$ cat src/rtl/ex_muldiv_unit.sv
`default_nettype none
// +----------------------------------------------------------------------------+
// | Module      : ex_muldiv_unit                                               |
// | Description : Iterative EX-stage multiply/divide unit. Runs MULT, MULTU,   |
// |               DIV and DIVU on the forwarded operands, one shift-add or     |
// |               restoring shift-subtract step per cycle, holds the          |
// |               architectural HI/LO pair and requests a pipeline stall when |
// |               a HI/LO consumer arrives while an operation is in flight.   |
// | Ports       : clk, rst_n (async, active low)                               |
// |               start/op/op_a/op_b : launch a mul/div (op 00 MULT, 01 MULTU, |
// |                                    10 DIV, 11 DIVU)                        |
// |               mthi/mtlo          : write op_a into HI/LO when idle         |
// |               rd_hilo            : MFHI/MFLO present in EX                 |
// |               flush              : squash the current operation            |
// |               hi/lo              : HI/LO registers                         |
// |               busy/done          : in progress / one-cycle completion      |
// |               stall_req          : hold IF/ID/EX, bubble into MEM          |
// | Revision    : 1.0 - initial release                                        |
// +----------------------------------------------------------------------------+
module ex_muldiv_unit #(
  parameter int WIDTH = 32,
  parameter int CNT_W = 6
) (
  input  logic             clk,
  input  logic             rst_n,
  input  logic             start,
  input  logic [1:0]       op,
  input  logic [WIDTH-1:0] op_a,
  input  logic [WIDTH-1:0] op_b,
  input  logic             mthi,
  input  logic             mtlo,
  input  logic             rd_hilo,
  input  logic             flush,
  output logic [WIDTH-1:0] hi,
  output logic [WIDTH-1:0] lo,
  output logic             busy,
  output logic             done,
  output logic             stall_req
);

  localparam logic [CNT_W-1:0] LAST_STEP = CNT_W'(WIDTH - 1);

  typedef enum logic [1:0] {
    IDLE = 2'd0,
    CALC = 2'd1,
    FIN  = 2'd2
  } state_t;

  state_t           state, state_nxt;
  logic [CNT_W-1:0] count;
  // acc: product high half / partial remainder; mq: multiplier / dividend->quotient
  logic [WIDTH-1:0] acc, mq, opnd_b, a_raw;
  logic [WIDTH-1:0] hi_r, lo_r;
  logic             is_div, neg_res, neg_rem, div_zero;

  // Operand conditioning: signed ops work on magnitudes, signs are fixed in FIN.
  logic             is_signed, a_neg, b_neg;
  logic [WIDTH-1:0] a_abs, b_abs;

  assign is_signed = ~op[0];
  assign a_neg     = is_signed & op_a[WIDTH-1];
  assign b_neg     = is_signed & op_b[WIDTH-1];
  assign a_abs     = a_neg ? -op_a : op_a;
  assign b_abs     = b_neg ? -op_b : op_b;

  // One iteration of either algorithm.
  logic [WIDTH:0]   mul_sum, rem_sh, rem_diff;
  logic [WIDTH-1:0] acc_nxt, mq_nxt;

  always_comb begin
    mul_sum  = {1'b0, acc} + (mq[0] ? {1'b0, opnd_b} : '0);
    rem_sh   = {acc, mq[WIDTH-1]};
    rem_diff = rem_sh - {1'b0, opnd_b};
    acc_nxt  = acc;
    mq_nxt   = mq;
    if (is_div) begin
      // rem_sh < 2*divisor, so bit WIDTH of the difference is a clean borrow flag
      if (!rem_diff[WIDTH]) begin
        acc_nxt = rem_diff[WIDTH-1:0];
        mq_nxt  = {mq[WIDTH-2:0], 1'b1};
      end else begin
        acc_nxt = rem_sh[WIDTH-1:0];
        mq_nxt  = {mq[WIDTH-2:0], 1'b0};
      end
    end else begin
      acc_nxt = mul_sum[WIDTH:1];
      mq_nxt  = {mul_sum[0], mq[WIDTH-1:1]};
    end
  end

  // Sign-corrected result, consumed during FIN.
  logic [2*WIDTH-1:0] prod_fix;
  logic [WIDTH-1:0]   res_hi, res_lo;

  always_comb begin
    prod_fix = neg_res ? -{acc, mq} : {acc, mq};
    res_hi   = prod_fix[2*WIDTH-1:WIDTH];
    res_lo   = prod_fix[WIDTH-1:0];
    if (div_zero) begin
      res_hi = a_raw;
      res_lo = '1;
    end else if (is_div) begin
      // MIN/-1 falls out naturally: |MIN|/1 = MIN, and negating MIN is MIN
      res_lo = neg_res ? -mq  : mq;
      res_hi = neg_rem ? -acc : acc;
    end
  end

  // State register
  always_ff @(posedge clk or negedge rst_n) begin
    if (!rst_n) state <= IDLE;
    else        state <= state_nxt;
  end

  // Next-state logic
  always_comb begin
    state_nxt = state;
    case (state)
      IDLE: if (start && !flush) state_nxt = CALC;
      CALC: begin
        if (flush)                   state_nxt = IDLE;
        else if (count == LAST_STEP) state_nxt = FIN;
      end
      FIN:     state_nxt = IDLE;
      default: state_nxt = IDLE;
    endcase
  end

  // Datapath and HI/LO
  always_ff @(posedge clk or negedge rst_n) begin
    if (!rst_n) begin
      count    <= '0;
      acc      <= '0;
      mq       <= '0;
      opnd_b   <= '0;
      a_raw    <= '0;
      is_div   <= 1'b0;
      neg_res  <= 1'b0;
      neg_rem  <= 1'b0;
      div_zero <= 1'b0;
      hi_r     <= '0;
      lo_r     <= '0;
    end else begin
      case (state)
        IDLE: begin
          if (flush) begin
            // squashed instruction: nothing launched, nothing written
          end else if (start) begin
            count    <= '0;
            acc      <= '0;
            mq       <= a_abs;
            opnd_b   <= b_abs;
            a_raw    <= op_a;
            is_div   <= op[1];
            neg_res  <= a_neg ^ b_neg;
            neg_rem  <= a_neg;
            div_zero <= op[1] & (op_b == '0);
          end else begin
            if (mthi) hi_r <= op_a;
            if (mtlo) lo_r <= op_a;
          end
        end
        CALC: begin
          if (!flush) begin
            acc   <= acc_nxt;
            mq    <= mq_nxt;
            count <= count + 1'b1;
          end
        end
        FIN: begin
          if (!flush) begin
            hi_r <= res_hi;
            lo_r <= res_lo;
          end
        end
        default: ;
      endcase
    end
  end

  // The result is forwarded onto hi/lo during FIN so it is visible with done,
  // and committed at the end of FIN unless that cycle is flushed.
  assign busy      = (state != IDLE);
  assign done      = (state == FIN) & ~flush;
  assign hi        = done ? res_hi : hi_r;
  assign lo        = done ? res_lo : lo_r;
  assign stall_req = busy & (start | rd_hilo | mthi | mtlo);

endmodule
`default_nettype wire
$ cat config.mk
export PLATFORM = sky130hd
export DESIGN_NAME = ex_muldiv_unit
export DESIGN_NICKNAME = d
export VERILOG_FILES = /design/src/rtl/ex_muldiv_unit.sv
export SDC_FILE = /design/constraint.sdc
export NUM_CORES = 1
export LEC_CHECK = 0
export BUFFER_PORTS_ARGS = -buffer_cell sky130_fd_sc_hd__buf_2
export CAP_MARGIN = 20
export CELL_PAD_IN_SITES_DETAIL_PLACEMENT = 0
export CELL_PAD_IN_SITES_GLOBAL_PLACEMENT = 1
export CORE_AREA = 2 2 227 229
export DETAILED_ROUTE_END_ITERATION = 16
export DIE_AREA = 0 0 229 231
export PLACE_DENSITY = 0.68
export SYNTH_ARGS = -nofsm -noshare
export SYNTH_HDL_FRONTEND = slang
export SYNTH_SLANG_ARGS = --single-unit
$ cat constraint.sdc
create_clock -name clk -period 3.8 [get_ports clk]
set_clock_uncertainty 0.1 [all_clocks]
set_input_delay 0.19 -clock clk [delete_from_list [all_inputs] [get_ports clk]]
set_output_delay 0.19 -clock clk [all_outputs]
set_load 0.01 [all_outputs]
==> impl_metrics.ini <==
[synthesis]
syn_inst = 2163
ys_warn_count = 0
yosysTopAreaCellShare_pct = 30.8
syn-num-nets = 2307
yosys_most_used_dff = dfrtp_1
synth_edf_count = 0
synth.avg_cell_area_um2 = 7.65
synthTopCellsByArea = dfrtp_1 (31%), nand2_1 (8.5%), o21ai_0 (7.6%)
syn-cell-area_mm2 = 0.0166
seq_area_frac_synth_pct = 30.8
yosysTopAreaCell = dfrtp_1
synth_cell_types = 73
yosys_register_bits = 204
ys_async_sr_fraction_pct = 100

[setup_path]
reg2reg_from = mq[0]$_DFFE_PN0P_
r2r-end = hi_r[31]$_DFFE_PN0P_
r2r_cells = 15
setup.worst_path.start = mq[0]$_DFFE_PN0P_
path_class = reg -> out
required_ns = 3.51
r2r_setup_slack_ns = -0.05
crit_path_end = hi[27]
cp.arrival_ns = 4.07
crit_fanout = 4
critPathLaunchType = flop
critPathCaptureType = output port

[global_routing]
grt_pass1_wl_um = 101000
use_met1_pct = 32.8
grt_pass1_vias = 16984
grt_use_total_pct = 24.5
met3_usage_pct = 2.37
grt_max_degree = 83
antenna_found_initial = 1
overflow = 0
grt_use_met2_pct = 40.6
busiest_layer = met2

[finish]
synthToLayoutAreaGrowth_pct = 34.2
regArea_mm2 = 0.00511
fin_nets = 2634
layout_common_cells = nand2_1 (369), o21ai_0 (212), dfrtp_1 (201)
antenna_cells = 0
multi_input_area_mm2 = 0.0115
drive_gt1_share_pct = 23.4
fillers = 5158
final_common_cell = nand2_1
final_area_mm2 = 0.0222

[timing]
hold_viol_final = 0
rsz0062_at_grt = yes
setup-violations-final = 34
setup_tns_ns = -12.34
finalCritPeriodShare_pct = 115
tightest_slew_ns = 1.11
fmax_mhz = 229
maxSlewHeadroom_pct = 25.9
setup_ws_ns = -0.558
final.min_clock_period_ns = 4.36
drv_slew = 0

[routing]
ant_nets = 0
drt_first_pass_iters = 5
vias = 17560
finalWirelength_um = 66700
initialDrtViolationCount = 1357
wl_per_cell_um = 20.9
drc = 0
viasPerCell = 5.50

[die]
fp.dieW_um = 229
placementRows = 83
ios = 140
coreArea_mm2 = 0.0507
start_util_pct = 32.7
die-area_mm2 = 0.0529
die_y_um = 231

[job]
maxCapViolCount = 0

[clocking]
cts_sinks = 204
clk_latency_ns = 0.57
clk_path_buf_depth = 3
cts.clk_slew.worst_paths_ns = 0.06
cts-root-buf = clkbuf_16
htree_levels = 1
cts_tree = done
numCtsBuffers = 29

[status]
status = complete, but fails checks
violations = negative setup slack

[placed_design]
dpl_cell_area_mm2 = 0.0191
io_buffer_count = 139
place_hpwl_um = 48500
place.gp.congestion = 0.903

[power]
ir_drop_v = 0.000437
p_per_area_mw_per_mm2 = 707
leakage_uw = 0.0103

[worst_hold_path]
hold_path_class = in -> reg
worst_hold_startpoint = flush
## worst max-delay path, stage by stage, from the launching register on
cell,delay (ns)
dfrtp_1,0.40
buf_6,0.13
or3_4,0.38
or3_4,0.38
or4_4,0.44
or4_4,0.54
o21a_1,0.23
a31oi_2,0.19
o21ai_1,0.15
xor2_1,0.17
mux2i_1,0.12
o21ai_2,0.20
buf_2,0.17
## where the power goes
| part | switching, µW | internal, µW |
|---|---|---|
| Sequential | 449 | 2710 |
| Combinational | 5460 | 4050 |
| Clock | 1110 | 1930 |
| Total | 7020 | 8700 |
## registers in the layout, summed over array words and instances, names as in the netlist
signal / count
div_zero: 1
state: 2
mq: 32
count: 6
opnd_b: 32
is_div: 1
neg_rem: 1
lo_r: 32
a_raw: 32
hi_r: 32
neg_res: 1
acc: 32
## routing by layer
| metal | part of all wire (%) | routed length, µm |
|---|---|---|
| met1 | 44 | 29600 |
| met2 | 46 | 30900 |
| met3 | 5.2 | 3440 |
| met4 | 4.1 | 2760 |
| met5 | 0 | 0 |
## Yosys cell counts (12+ instances only)
cell,count
o41ai_1,14
o221ai_1,12
xnor2_1,87
xor2_1,87
a21o_1,63
a21oi_1,111
mux2_2,13
o21ai_0,250
and3_1,12
or4_1,17
nand3_1,39
inv_1,66
nand2_1,375
ha_1,69
mux2i_1,43
o21ai_1,13
nor2_1,182
clkbuf_1,127
nor3_1,26
o211ai_1,27
a22oi_1,15
dfrtp_1,204
buf_1,22
o31ai_1,29
nor4_1,18
nand2b_1,23
or3_1,17
a311oi_1,14
nor2b_1,14
a31oi_1,41
a211oi_1,19
## cell families after synthesis
logic type | count (synthesis) | share of synthesized area (%)
XOR/XNOR | 174 | 9.21
multiplexers | 56 | 3.48
AO/OA/AOI/OAI | 679 | 25.8
adder cells (fa/ha/maj) | 71 | 5.46
AND/OR/NAND/NOR | 761 | 20.2
flip-flops | 204 | 30.8
buffers and inverters | 218 | 4.96
## per-stage QoR
step	setup WS, ns	power [µW]	hold slack, ns	instances	utilization (%)
CTS	-0.513	15100	0.0199	3183	42.8
detailed placement	-0.193	11400	0.107	3022	37.7
global placement	-0.170	11300	0.111	3022	37.7
global route	-0.649	16700	0.0434	3192	43.9
finish	-0.558	15700	0.0308	3192	43.9
floorplan	0.0564	8290	-0.206	2163	-
## worst min path at each step
stage	to	slack [ns]	cells after the start
after floorplan	a_raw[0]$_DFFE_PN0P_	-0.21	0
after global placement	a_raw[15]$_DFFE_PN0P_	0.11	1
after detailed placement	hi_r[19]$_DFFE_PN0P_	0.11	1
after CTS	state[0]$_DFFE_PN0P_	0.02	3
after global routing	state[0]$_DFFE_PN0P_	0.04	3
final	state[0]$_DFFE_PN0P_	0.03	3
## repair_timing
| action | CTS | global route |
|---|---|---|
| endpoints found under the setup margin | 49 | 75 |
| resized for setup | 145 | 94 |
| pin swaps | 62 | 73 |
| cloned | 0 | 2 |
| buffers inserted | 32 | 13 |
| hold endpoints to repair | 163 | 0 |
| hold buffers | 78 | 0 |
## final cells by class
type	instances	area share, %
clock buffer	39	3.57
clock inverter	14	1.17
inverter	67	1.17
multi-input combinational	1741	51.9
sequential	204	23.0
tap	680	3.83
timing repair buffer	447	15.4
Note: power is estimated with default switching activity, not from simulation.
